**src/rtl/fetch_pkg.sv**
```systemverilog
// Shared types and constants for the instruction-fetch queue.
package fetch_pkg;

  typedef enum logic [1:0] {
    ST_IDLE = 2'd0,
    ST_WAIT = 2'd1,
    ST_DROP = 2'd2
  } fetch_state_e;

  localparam logic [31:0] NOP_INSTR = 32'h0000_0013;

endpackage

```
**src/rtl/fetch_fifo.sv**
```systemverilog
// Circular buffer of {pc, instr} pairs with synchronous clear, push, pop and occupancy count.
module fetch_fifo #(
  parameter int DEPTH = 2,
  parameter int XLEN  = 32,
  parameter int CW    = $clog2(DEPTH + 1)
) (
  input  logic            clk_i,
  input  logic            reset_i,
  input  logic            clear_i,
  input  logic            push_i,
  input  logic [XLEN-1:0] push_pc_i,
  input  logic [XLEN-1:0] push_instr_i,
  input  logic            pop_i,
  output logic [XLEN-1:0] head_pc_o,
  output logic [XLEN-1:0] head_instr_o,
  output logic [CW-1:0]   count_o
);

  localparam int PW = (DEPTH > 1) ? $clog2(DEPTH) : 1;
  localparam logic [PW-1:0] LAST = PW'(DEPTH - 1);

  logic [XLEN-1:0] pc_mem_q    [DEPTH];
  logic [XLEN-1:0] instr_mem_q [DEPTH];
  logic [PW-1:0]   wr_q, wr_d;
  logic [PW-1:0]   rd_q, rd_d;
  logic [CW-1:0]   cnt_q, cnt_d;

  function automatic logic [PW-1:0] wrap_inc(input logic [PW-1:0] p);
    return (p == LAST) ? '0 : p + 1'b1;
  endfunction

  always_comb begin
    wr_d  = wr_q;
    rd_d  = rd_q;
    cnt_d = cnt_q;
    if (clear_i) begin
      wr_d  = '0;
      rd_d  = '0;
      cnt_d = '0;
    end else begin
      if (push_i) wr_d = wrap_inc(wr_q);
      if (pop_i)  rd_d = wrap_inc(rd_q);
      case ({push_i, pop_i})
        2'b10:   cnt_d = cnt_q + 1'b1;
        2'b01:   cnt_d = cnt_q - 1'b1;
        default: cnt_d = cnt_q;
      endcase
    end
  end

  always_ff @(posedge clk_i) begin
    if (reset_i) begin
      wr_q  <= '0;
      rd_q  <= '0;
      cnt_q <= '0;
    end else begin
      wr_q  <= wr_d;
      rd_q  <= rd_d;
      cnt_q <= cnt_d;
    end
  end

  // Storage needs no reset; occupancy alone decides what is visible.
  always_ff @(posedge clk_i) begin
    if (push_i && !clear_i && !reset_i) begin
      pc_mem_q[wr_q]    <= push_pc_i;
      instr_mem_q[wr_q] <= push_instr_i;
    end
  end

  assign head_pc_o    = pc_mem_q[rd_q];
  assign head_instr_o = instr_mem_q[rd_q];
  assign count_o      = cnt_q;

endmodule

```
**src/rtl/fetch_queue.sv**
```systemverilog
// Fetch stage: one outstanding imem request, responses buffered for decode, PC stalled except on issue.
// Handshakes: imem response counts only when imem_ack && imem_req; decode takes the head when id_valid && id_ready && !flush.
module fetch_queue
  import fetch_pkg::*;
#(
  parameter int              DEPTH = 2,
  parameter int              XLEN  = 32,
  parameter logic [XLEN-1:0] NOP   = XLEN'(NOP_INSTR)
) (
  input  logic            clk,
  input  logic            reset,
  input  logic [XLEN-1:0] pc_in,
  input  logic            flush,
  output logic            pc_stall,
  output logic            imem_req,
  output logic [XLEN-1:0] imem_addr,
  input  logic            imem_ack,
  input  logic [XLEN-1:0] imem_rdata,
  output logic            id_valid,
  input  logic            id_ready,
  output logic [XLEN-1:0] id_pc,
  output logic [XLEN-1:0] id_instr
);

  localparam int CW = $clog2(DEPTH + 1);
  localparam logic [CW-1:0] DEPTH_C = CW'(DEPTH);

  fetch_state_e    state_q, state_d;
  logic [XLEN-1:0] req_pc_q, req_pc_d;

  logic            issue;
  logic            busy;
  logic            ack_v;
  logic            push;
  logic            pop;
  logic [XLEN-1:0] push_pc;
  logic [XLEN-1:0] head_pc;
  logic [XLEN-1:0] head_instr;
  logic [CW-1:0]   count;

  always_comb begin
    issue     = (state_q == ST_IDLE) && !reset && !flush && (count < DEPTH_C);
    busy      = !reset && (state_q != ST_IDLE);
    imem_req  = issue || busy;
    imem_addr = busy ? req_pc_q : pc_in;
    pc_stall  = !issue;
    ack_v     = imem_ack && imem_req;
    // A response is kept on a same-cycle ack at issue, or in WAIT unless a flush lands with it.
    push      = ack_v && (issue || ((state_q == ST_WAIT) && !flush));
    push_pc   = issue ? pc_in : req_pc_q;
    id_valid  = !reset && (count != '0);
    pop       = id_valid && id_ready && !flush;
    id_pc     = id_valid ? head_pc : '0;
    id_instr  = id_valid ? head_instr : NOP;
  end

  always_comb begin
    state_d  = state_q;
    req_pc_d = req_pc_q;
    if (issue) req_pc_d = pc_in;
    case (state_q)
      ST_IDLE: if (issue && !imem_ack) state_d = ST_WAIT;
      ST_WAIT: begin
        if (imem_ack)   state_d = ST_IDLE;
        else if (flush) state_d = ST_DROP;
      end
      ST_DROP: if (imem_ack) state_d = ST_IDLE;
      default: state_d = ST_IDLE;
    endcase
  end

  always_ff @(posedge clk) begin
    if (reset) begin
      state_q  <= ST_IDLE;
      req_pc_q <= '0;
    end else begin
      state_q  <= state_d;
      req_pc_q <= req_pc_d;
    end
  end

  fetch_fifo #(
    .DEPTH (DEPTH),
    .XLEN  (XLEN),
    .CW    (CW)
  ) u_fifo (
    .clk_i        (clk),
    .reset_i      (reset),
    .clear_i      (flush),
    .push_i       (push),
    .push_pc_i    (push_pc),
    .push_instr_i (imem_rdata),
    .pop_i        (pop),
    .head_pc_o    (head_pc),
    .head_instr_o (head_instr),
    .count_o      (count)
  );

endmodule

```
**config.mk**
```make
export PLATFORM = sky130hd
export DESIGN_NAME = fetch_queue
export DESIGN_NICKNAME = d
export VERILOG_FILES = /design/src/rtl/fetch_pkg.sv /design/src/rtl/fetch_fifo.sv /design/src/rtl/fetch_queue.sv
export SDC_FILE = /design/constraint.sdc
export NUM_CORES = 1
export LEC_CHECK = 0
export CORE_AREA = 3 3 104 146
export DETAILED_ROUTE_END_ITERATION = 8
export DIE_AREA = 0 0 107 149
export PLACE_DENSITY_LB_ADDON = 0.25
export SYNTH_ARGS = -nofsm -noshare
export SYNTH_HDL_FRONTEND = slang
export SYNTH_SLANG_ARGS = --single-unit
```
**constraint.sdc**
```tcl
create_clock -name clk -period 6.75 [get_ports clk]
set_clock_uncertainty 0.05 [all_clocks]
set_input_delay 1.6875 -clock clk [delete_from_list [all_inputs] [get_ports clk]]
set_output_delay 1.6875 -clock clk [all_outputs]
set_load 0.01 [all_outputs]
```
==> flow_summary.ini <==
[die]
fp.dieH_um = 149
top_level_ports = 168
die_w_um = 107
coreArea_sq_um = 14000
dieArea_sq_um = 15900
core.rowCount = 51
start_util_pct = 49.9

[synth]
yosysSeqAreaShare_pct = 66.3
synthMuxAreaShare_pct = 14.6
ys_warn_count = 0
synthAdderAreaFrac_pct = 0.179
synth_cell_types = 28
synth_area_sq_um = 6980
syn-num-nets = 595
synth_seq_cells = 167
synth-simple-area-share_pct = 9.23
synth-compound-area-share_pct = 6.56
synth_top_family_by_area = multiplexers
synth_xor_area_share_pct = 0.376
syn_avg_cell_area_sq_um = 13.3
synthCells = 525

[pwr]
leakage_nw = 3.17
power_density_nw_per_um2 = 240
power_mw = 2.24
vdd_drop_max_v = 0.000195

[setup_path]
startpoint = reset
rr_worst_depth = 5
crit_type = input pin to output port
worstPathMaxFanout = 43
reg2reg_slack_ps = 3780
cp_data_required_time_ps = 5010
cp_cell_sequence = buf_2, o21bai_4, mux2_2, clkdlybuf4s50_1
arrival_ps = 3870
worstSetupEndpointType = output port
cpPeakStageDelay_ps = 650
crit_slowest_cell = buf_2
rr_endpoint = u_fifo.pc_mem_q[1][27]$_DFFE_PP_
crit_end = imem_addr[10]
reg2reg_from = u_fifo.count_o[1]$_SDFFE_PP0P_
start_kind = input pin

[detailed_routing]
routed_wl_um = 15600
routedWlPerCell_um = 17.7
vias_per_cell = 5.30
ant_nets = 0
vias = 4660
dr.pass1.iters = 4
first_iter_violations = 236
drc = 0

[grt]
grt_pass1_wl_um = 24400
met3_usage_pct = 4.55
grt_usage_pct = 19.9
antenna_found_initial = 0
grt-busiest-layer = met2
grt_pass1_vias = 4881
met2_usage_pct = 36.7
overflow = 0
grt_start_max_net_pins = 65
grtUsageMet1_pct = 22.1

[place]
dp_hpwl_um = 10300
placed_cells = 848
gp_congestion = 0.786
preCtsSetupSlack_ps = 1150
numPortBuffers = 167

[finish]
fin_cells = 880
area_growth_pct = 33.8
n_antenna_cell = 0
n_fill_cell = 1000
finish.net_count = 752
drive_gt1_share_pct = 15.5
most-common-layout-cells = clkdlybuf4s50_1 (166), edfxtp_1 (128), mux2i_1 (65)
layout_commonest_cell = clkdlybuf4s50_1

[clocking]
holdBufCountCts = 0
numCtsBuffers = 17
cts_max_level = 4
clk_pin_slew_ps = 70
cts.sinks = 167
cts_tree = done
postCtsSetupBuffers = 0
cts_resized = 0
clock_latency_ps = 410
root_buffer = clkbuf_16
clk_path_buf_depth = 2

[sta]
worst_slack_ps = 1140
slew_violations = 0
finalCritPeriodShare_pct = 83.1
setup_violations = 0
slew_headroom_pct = 22.9
rsz0062_at_grt = false
finalCriticalPeriod_ps = 5610
tns_ps = 0
finalHoldViolCount = 0
clock.fmax_mhz = 178
worst_pin_slew_ps = 1160

[worst_hold_path]
hp-class = flop to flop

[run]
cap_violations = 0

[outcome]
status = finished, final reports clean
[power breakdown]
part	leakage, nW	total (mW)	switching [mW]	internal (mW)
clock network	0.268	0.922	0.405	0.517
logic	1.39	0.175	0.0807	0.0940
registers	1.51	1.15	0.0133	1.13
total	3.17	2.24	0.499	1.74
[state kept, by name (all words and copies together) (netlist names), named ones only]
name / flops
req_pc_q: 32
state_q: 2
u_fifo.count_o: 2
u_fifo.instr_mem_q: 64
u_fifo.pc_mem_q: 64
u_fifo.rd_q: 1
u_fifo.wr_q: 1
[cells by family after synthesis]
logic type                 after synthesis
AOI/OAI and AO/OA                       68
muxes                                   98
buffers and inverters                   38
and+or+nand+nor                        150
DFF                                    167
xor gates and xnor gates                 3
adders and majority gates                1
[routing by layer]
layer,vias to the layer above,part of all wire [%]
met5,-,0
met4,0,2.1
met3,31,5.3
met2,168,54
met1,2232,38
li1,2229,-
[how the worst min path moves through the flow]
stage	start	to	slack, ps	depth (start not counted)
CTS	req_pc_q[4]$_SDFF_PP0_	req_pc_q[4]$_SDFF_PP0_	440	2
floorplan	u_fifo.wr_q$_SDFFE_PP0P_	u_fifo.wr_q$_SDFFE_PP0P_	400	1
detailed placement	req_pc_q[4]$_SDFF_PP0_	req_pc_q[4]$_SDFF_PP0_	430	2
finish	req_pc_q[26]$_SDFF_PP0_	req_pc_q[26]$_SDFF_PP0_	440	2
global route	req_pc_q[29]$_SDFF_PP0_	req_pc_q[29]$_SDFF_PP0_	460	2
global placement	req_pc_q[23]$_SDFF_PP0_	req_pc_q[23]$_SDFF_PP0_	420	2
[stage by stage]
step	utilization (%)	hold WS [ps]	cell area (sq um)
5_1_grt	66.8	457	9340
3_5_place_dp	62.8	426	8770
6_report	66.8	436	9340
3_3_place_gp	62.8	416	8770
4_1_cts	66.8	436	9340
2_1_floorplan	-	400	6980
[area by class of cell]
| class | count | area [sq um] | share of cell area, % |
|---|---|---|---|
| clock buffers | 18 | 429 | 4.59 |
| clock inverters | 14 | 138 | 1.47 |
| inverters | 3 | 11.3 | 0.121 |
| multi-input cells | 320 | 2190 | 23.4 |
| flip-flops and latches | 167 | 4630 | 49.6 |
| well taps | 185 | 231 | 2.48 |
| repair buffers | 173 | 1710 | 18.3 |
[critical path, delay by kind of cell]
kind | cells | cell delay (ps)
buffers and inverters | 2 | 1140
muxes | 1 | 420
AOI/OAI and AO/OA | 1 | 590
[cells in the mapped netlist]
library cell	n	area share, %
edfxtp_1	128	55
nor2_1	66	3.5
mux2i_1	65	9.3
nand2_1	40	2.2
dfxtp_1	39	11
mux2_2	33	5.3
nand3_1	33	2.4
a21oi_1	32	2.3
o21ai_2	30	3.8
buf_2	17	1.2
clkbuf_1	10	0.54
nor3_1	6	0.43
o21ai_0	4	0.29
buf_1	3	0.16
buf_6	3	0.48
inv_1	3	0.16
xor2_1	2	0.25
a21boi_1	1	0.11
buf_4	1	0.11
clkbuf_2	1	0.072
ha_1	1	0.18
nand2b_1	1	0.090
nor4_4	1	0.30
o21bai_1	1	0.11
or2_2	1	0.090
or3_1	1	0.090
or4_4	1	0.16
xnor2_1	1	0.13
Note: power is estimated with default switching activity, not from simulation.
